$ cat config.mk
export PLATFORM = sky130hd
export DESIGN_NAME = fft_frame_buffer
export DESIGN_NICKNAME = d
export VERILOG_FILES = /design/src/rtl/fft_frame_buffer_pkg.sv /design/src/rtl/fft_bank_ram.sv /design/src/rtl/fft_frame_buffer.sv
export SDC_FILE = /design/constraint.sdc
export NUM_CORES = 1
export LEC_CHECK = 0
export BUFFER_PORTS_ARGS = -buffer_cell sky130_fd_sc_hd__buf_2
export CAP_MARGIN = 30
export CORE_MARGIN = 8
export CORE_UTILIZATION = 45
export DETAILED_ROUTE_END_ITERATION = 16
export SLEW_MARGIN = 20
export SYNTH_ARGS = -nofsm -noshare
export SYNTH_HDL_FRONTEND = slang
export SYNTH_SLANG_ARGS = --single-unit
$ cat constraint.sdc
create_clock -name i_clk -period 6.2 [get_ports i_clk]
set_input_delay 0.31 -clock i_clk [delete_from_list [all_inputs] [get_ports i_clk]]
set_output_delay 0.31 -clock i_clk [all_outputs]
set_load 0.02 [all_outputs]
$ cat src/rtl/fft_frame_buffer_pkg.sv
`default_nettype none
// ============================================================================
// Module   : fft_frame_buffer_pkg
// Brief    : Shared FFT parameters. The FFT core and its frame buffer both
//            take their frame size and sample width from here.
// Revision : 1.0 - initial release
// ============================================================================
package fft_frame_buffer_pkg;

    // log2 of the FFT frame length (16 bins)
    localparam int c_FFT_LGSIZE = 4;

    // Bits per real / imaginary component of an FFT output sample
    localparam int c_FFT_WIDTH  = 19;

endpackage
`default_nettype wire

$ cat src/rtl/fft_bank_ram.sv
`default_nettype none
// ============================================================================
// Module   : fft_bank_ram
// Brief    : Simple dual-port sample store for two frame banks. The bank
//            select is the address MSB. The read port is registered and holds
//            its output while i_re is low.
// Revision : 1.0 - initial release
// ============================================================================
module fft_bank_ram
    import fft_frame_buffer_pkg::*;
#(
    parameter int AW = c_FFT_LGSIZE + 1,
    parameter int DW = 2 * c_FFT_WIDTH
) (
    input  logic          i_clk,
    input  logic          i_we,
    input  logic [AW-1:0] i_waddr,
    input  logic [DW-1:0] i_wdata,
    input  logic          i_re,
    input  logic [AW-1:0] i_raddr,
    output logic [DW-1:0] o_rdata
);

    logic [DW-1:0] r_mem [0:(1<<AW)-1];
    logic [DW-1:0] r_rdata;

    // Write port
    always_ff @(posedge i_clk) begin
        if (i_we)
            r_mem[i_waddr] <= i_wdata;
    end

    // Registered read port. It holds while the consumer stalls.
    always_ff @(posedge i_clk) begin
        if (i_re)
            r_rdata <= r_mem[i_raddr];
    end

    assign o_rdata = r_rdata;

endmodule
`default_nettype wire

$ cat src/rtl/fft_frame_buffer.sv
`default_nettype none
// ============================================================================
// Module   : fft_frame_buffer
// Brief    : Two-bank ping-pong buffer between an FFT core and a ready/valid
//            consumer. Whole frames are collected, then replayed in order
//            from bin 0 to bin N-1. A frame is dropped whole when no bank
//            is free at its bin 0.
// Revision : 1.0 - initial release
// ============================================================================
module fft_frame_buffer
    import fft_frame_buffer_pkg::*;
#(
    parameter int LGSIZE = c_FFT_LGSIZE,
    parameter int WIDTH  = c_FFT_WIDTH
) (
    input  logic                i_clk,
    input  logic                i_reset,
    input  logic                i_ce,
    input  logic                i_sync,
    input  logic [2*WIDTH-1:0]  i_data,
    output logic                o_valid,
    input  logic                i_ready,
    output logic [2*WIDTH-1:0]  o_data,
    output logic [LGSIZE-1:0]   o_bin,
    output logic                o_last,
    output logic                o_dropped
);

    localparam logic [LGSIZE-1:0] c_LAST_BIN = '1;
    localparam logic [LGSIZE-1:0] c_BIN_ONE  = LGSIZE'(1);

    // Per-bank state. r_full_d is r_full delayed one cycle. It adds one
    // cycle before the reader can start on a newly filled bank.
    logic [1:0]         r_full;
    logic [1:0]         r_full_d;

    // Writer state
    logic               r_wr_active;
    logic               r_wr_drop;
    logic               r_wr_bank;
    logic [LGSIZE-1:0]  r_wr_bin;
    logic               r_dropped;

    // Reader state. r_bank/r_bin describe the sample on o_data.
    // r_rd_bank is the next bank to start.
    logic               r_valid;
    logic               r_bank;
    logic [LGSIZE-1:0]  r_bin;
    logic               r_rd_bank;

    logic               w_xfer;
    logic [1:0]         w_clear;
    logic [1:0]         w_set;
    logic [1:0]         w_free;
    logic               w_bin0;
    logic               w_bank_ok;
    logic               w_we;
    logic [LGSIZE-1:0]  w_wbin;
    logic               w_adv;
    logic               w_more;
    logic               w_avail;
    logic               w_nxt_bank;
    logic [LGSIZE-1:0]  w_nxt_bin;
    logic [2*WIDTH-1:0] w_rdata;

    assign w_xfer    = r_valid && i_ready;
    assign w_free    = ~r_full | w_clear;
    // Bin 0 is either an explicit sync or the sample after a wrap.
    assign w_bin0    = i_ce && (i_sync || (r_wr_active && (r_wr_bin == '0)));
    assign w_bank_ok = w_free[r_wr_bank];
    assign w_we      = w_bin0 ? w_bank_ok : (i_ce && r_wr_active && !r_wr_drop);
    assign w_wbin    = w_bin0 ? '0 : r_wr_bin;
    assign w_adv     = !r_valid || i_ready;

    // A bank is freed by the transfer of its last bin. A bank is set full
    // when its last bin is written.
    always_comb begin
        w_clear = 2'b00;
        w_set   = 2'b00;
        if (w_xfer && (r_bin == c_LAST_BIN))
            w_clear[r_bank] = 1'b1;
        if (w_we && (w_wbin == c_LAST_BIN))
            w_set[r_wr_bank] = 1'b1;
    end

    // Pick the next sample to fetch: the next bin of this bank, or bin 0
    // of the next bank once that bank has been full for a cycle.
    always_comb begin
        w_more     = r_valid && (r_bin != c_LAST_BIN);
        w_nxt_bank = r_rd_bank;
        w_nxt_bin  = '0;
        w_avail    = r_full[r_rd_bank] && r_full_d[r_rd_bank];
        if (w_more) begin
            w_nxt_bank = r_bank;
            w_nxt_bin  = r_bin + 1'b1;
            w_avail    = 1'b1;
        end
    end

    // Bank full flags and their one-cycle-delayed copies
    always_ff @(posedge i_clk or posedge i_reset) begin
        if (i_reset) begin
            r_full   <= 2'b00;
            r_full_d <= 2'b00;
        end else begin
            r_full   <= (r_full & ~w_clear) | w_set;
            r_full_d <= r_full & ~w_clear;
        end
    end

    // Writer: sync acquisition, bin counting, bank switching and frame discard
    always_ff @(posedge i_clk or posedge i_reset) begin
        if (i_reset) begin
            r_wr_active <= 1'b0;
            r_wr_drop   <= 1'b0;
            r_wr_bank   <= 1'b0;
            r_wr_bin    <= '0;
            r_dropped   <= 1'b0;
        end else begin
            r_dropped <= w_bin0 && !w_bank_ok;
            if (w_bin0) begin
                r_wr_active <= 1'b1;
                r_wr_drop   <= !w_bank_ok;
                r_wr_bin    <= c_BIN_ONE;
            end else if (i_ce && r_wr_active) begin
                if (r_wr_bin == c_LAST_BIN) begin
                    r_wr_bin  <= '0;
                    r_wr_drop <= 1'b0;
                    if (!r_wr_drop)
                        r_wr_bank <= ~r_wr_bank;
                end else begin
                    r_wr_bin <= r_wr_bin + 1'b1;
                end
            end
        end
    end

    // Reader: load the output stage whenever it is empty or being consumed
    always_ff @(posedge i_clk or posedge i_reset) begin
        if (i_reset) begin
            r_valid   <= 1'b0;
            r_bank    <= 1'b0;
            r_bin     <= '0;
            r_rd_bank <= 1'b0;
        end else if (w_adv) begin
            r_valid <= w_avail;
            if (w_avail) begin
                r_bank <= w_nxt_bank;
                r_bin  <= w_nxt_bin;
                if (!w_more)
                    r_rd_bank <= ~r_rd_bank;
            end
        end
    end

    fft_bank_ram #(
        .AW (LGSIZE + 1),
        .DW (2 * WIDTH)
    ) u_ram (
        .i_clk   (i_clk),
        .i_we    (w_we),
        .i_waddr ({r_wr_bank, w_wbin}),
        .i_wdata (i_data),
        .i_re    (w_adv && w_avail),
        .i_raddr ({w_nxt_bank, w_nxt_bin}),
        .o_rdata (w_rdata)
    );

    // The RAM output register is not reset, so it is masked while idle.
    assign o_valid   = r_valid;
    assign o_data    = r_valid ? w_rdata : '0;
    assign o_bin     = r_bin;
    assign o_last    = r_valid && (r_bin == c_LAST_BIN);
    assign o_dropped = r_dropped;

endmodule
`default_nettype wire
==> results.json <==
{
  "outcome": "completed",
  "fp.dieH_microns": 352.6,
  "async_reset_ff_share_pct": 1.493,
  "cts_buffers": 133,
  "max_cap_violations": 0,
  "path_class": "flop to flop",
  "synth-compound-area-share_pct": 14.73,
  "rows": 123,
  "ys_types": 66,
  "p_sw_share_pct": 37.08,
  "hold_viol_final": 0,
  "crit_buf_inv": 1,
  "grt_pass1_wl_microns": 226200,
  "crit_end": "u_ram.r_mem[24][21]",
  "synth_edf_count": 1254,
  "r2r_slack_ns": 1.97,
  "wl_per_cell_microns": 31.53,
  "clk_path_buf_depth": 3,
  "placement.io_buffers": 87,
  "ant_nets": 0,
  "reg2reg_to": "u_ram.r_mem[24][21]",
  "syn-num-nets": 3402,
  "slew_violations": 0,
  "hold_start": "i_data[23]",
  "post-route-period-util_pct": 68.28,
  "critPathCaptureType": "flop",
  "antenna_found_initial": 10,
  "p_per_area_mw_per_mm2": 469.9,
  "die_w_microns": 352.6,
  "wl_microns": 158400,
  "ys.warnings.count": 0,
  "synth-simple-area-share_pct": 6.001,
  "setup_viol_count_final": 0,
  "hpwl_microns": 87160,
  "worstMarginPinSlew_ns": 1.070,
  "core_area_sq_mm": 0.1125,
  "ys_ff_latch": 1273,
  "max_freq_ghz": 0.2362,
  "crit_path_cell_trace": "and3_1, nand3_1, o21ai_0, o21ai_1, a2bb2oi_2, nor2_4, buf_4",
  "critPathArrivalTime_ns": 4.60,
  "clock_power_share_pct": 28.1,
  "die_area_sq_mm": 0.1244,
  "regToRegStartpoint": "o_bin[3]",
  "rsz0062_at_grt": "no",
  "seq_area_frac_synth_pct": 74.77,
  "start_util_pct": 45.33,
  "drt_iter0_markers": 4281,
  "max_stage_delay_ns": 1.00,
  "grt_max_degree": 136,
  "drive_gt1_share_pct": 12.54,
  "synth.avg_cell_area_sq_um": 15.20,
  "syn_area_sq_mm": 0.05100,
  "vdd_ir_drop_max_v": 0.0003957,
  "path_max_fanout": 40,
  "syn_to_final_growth_pct": 13.40,
  "ff2ff_path_depth": 7,
  "min_period_ns": 4.233,
  "crit_path_start": "o_bin[3]",
  "grt_overflow": 0,
  "cts-hold-fix-buffers": 5,
  "clkLatencyLatePin_ns": 0.75,
  "place_inst": 4777,
  "gp_congestion": 0.8168,
  "worstPathRequired_ns": 6.57,
  "ctsRootBufferMaster": "clkbuf_16",
  "cts.sinks": 1273,
  "cp_num_cells": 7,
  "power_frac_comb_pct": 34.1,
  "post_synth_mux_area_share_pct": 1.497,
  "h-tree-depth": 4,
  "firstDrtPassIters": 6,
  "post_cts.repair.setup_buffers": 0,
  "drc_errors": 0,
  "final-instance-count-excl-fill": 5024,
  "hold_path.class": "primary input to flop",
  "postSynthCellCount": 3356,
  "whs_path_depth": 1,
  "grt_pass1_vias": 31430,
  "final_util_pct": 51.41,
  "relSlewSlack_pct": 28.68,
  "whs_ns": 0.06113,
  "vias_per_cell": 6.528,
  "cts_tree": "done",
  "start_kind": "flop",
  "fin_tns_setup_ns": 0,
  "pwr-share-seq_pct": 37.8,
  "synthAdderAreaFrac_pct": 0.07360,
  "cp_slowest_cell": "dfrtp_2",
  "nFillCells": 9160,
  "path_clk_slew_ns": 0.06,
  "synth-xor-area-share_pct": 0.1006,
  "num-nets-final": 3464,
  "grt_usage_pct": 24.54,
  "clock_skew_ns": 0.03532,
  "ys.flop_type": "edfxtp_1",
  "p_leak_nw": 18.26,
  "synth_top_family_by_area": "compound AO/OA/AOI/OAI gates",
  "p_sw_mw": 10.08,
  "crit_family": "simple AND/OR/NAND/NOR gates",
  "power.internal_mw": 17.10,
  "routed-via-count": 32800,
  "num_io_pins": 88,
  "cts_resized": 0
}
[stage by stage]
step	worst slack (ns)	power (mW)	instance area (sq um)
6_report	1.967	27.18	57830
5_1_grt	1.894	28.10	57820
4_1_cts	2.078	27.17	57800
3_5_place_dp	2.086	19.58	53630
3_3_place_gp	1.917	19.43	53240
2_1_floorplan	1.318	15.98	51000
[cells in the final DEF (no fill, tap or decap), drive strengths merged, types with 38 or more instances in the layout]
cell	instances
a221oi	68
edfxtp	1254
o21ai	208
a21oi	52
o211ai	44
nor2b	39
o22ai	82
and2	46
a211oi	102
nand2	230
o221ai	151
and3	47
nand3	134
o21a	40
nand2b	42
o2111ai	38
buf	199
a31oi	132
mux2i	74
a22oi	63
inv	51
clkinv	51
clkbuf	167
[routing by layer]
layer  wire, microns  share of wire [%]  up-vias  GRT usage [%]
met4            4948                3.1        8          7.960
met1           66210                 42    16900          34.85
met3           14990                9.5      308          5.291
met5              98              0.062        -              0
met2           72180                 46     1806          37.74
li1                -                  -    13780              -
[final cells by class]
type / count / area, sq um / area share, %
diodes: 6 / 15.01 / 0.02596
clock buffers: 167 / 3541 / 6.123
clock inverters: 68 / 580.6 / 1.004
inverters: 45 / 176.4 / 0.3051
multi-input cells: 1761 / 11740 / 20.29
flip-flops and latches: 1273 / 38140 / 65.95
well taps: 1500 / 1877 / 3.245
repair buffers: 204 / 1763 / 3.048
[state kept, by name, summed over array words and instances, names as in the netlist, 2 cells and up]
name	cells
o_bin	4
r_full	2
r_full_d	2
r_wr_bin	4
u_ram.o_rdata	38
u_ram.r_mem	1216
[cell families (layout without fill, tap and decap cells)]
family / Yosys count / count (layout)
flops: 1273 / 1273
compound gates: 1063 / 1063
simple gates: 614 / 614
buf+inv: 322 / 484
mux: 76 / 76
xor+xnor: 5 / 5
fa+ha+maj: 3 / 3
other cells: 0 / 6
[synth_stat cells (4+ instances only)]
cell / count / area share (%)
a2111oi_0: 6 / 0.10
a211o_1: 5 / 0.086
a211oi_1: 102 / 1.5
a21o_1: 4 / 0.059
a21oi_1: 52 / 0.51
a221o_1: 6 / 0.12
a221oi_1: 68 / 1.2
a22oi_1: 63 / 0.93
a311oi_1: 7 / 0.12
a31oi_1: 132 / 1.6
and2_1: 46 / 0.56
and3_1: 47 / 0.58
buf_1: 10 / 0.074
buf_2: 106 / 1.0
buf_4: 21 / 0.31
clkbuf_1: 137 / 1.0
dfrtp_1: 19 / 0.93
edfxtp_1: 1254 / 74
inv_1: 44 / 0.32
mux2i_1: 74 / 1.5
nand2_1: 229 / 1.7
nand2b_1: 42 / 0.52
nand3_1: 133 / 1.3
nand4_1: 8 / 0.098
nor2_1: 31 / 0.23
nor2b_1: 39 / 0.48
nor3_1: 10 / 0.098
o2111ai_1: 38 / 0.65
o211a_1: 7 / 0.14
o211ai_1: 44 / 0.65
o21a_1: 40 / 0.59
o21ai_0: 205 / 2.0
o221ai_1: 151 / 2.6
o22ai_1: 82 / 1.0
o311ai_1: 32 / 0.55
o31a_1: 7 / 0.12
or3_1: 12 / 0.15
[how the worst min path moves through the flow]
stage,slack [ns],end
4_1_cts,0.01,u_ram.r_mem[4][8]
2_1_floorplan,0.26,o_bin[0]
3_5_place_dp,0.47,r_wr_drop
3_3_place_gp,0.45,r_wr_drop
5_1_grt,0.07,u_ram.r_mem[30][9]
6_report,0.06,u_ram.r_mem[3][23]
[power groups by stage]
stage	sequential [mW]	clock, mW	combinational (mW)
CTS	10.3	7.72	9.18
detailed placement	10.4	0	9.15
finish	10.3	7.64	9.27
global route	10.3	8.04	9.78
global placement	10.5	0	8.95
floorplan	10.2	0	5.75
[worst register-to-register path, cell delays in order, from the launching register on]
cell and delay, ns:
dfrtp_2 1.00, and3_1 0.67, nand3_1 0.15, o21ai_0 0.29
o21ai_1 0.14, a2bb2oi_2 0.29, nor2_4 0.66, buf_4 0.62
Note: power is estimated with default switching activity, not from simulation.
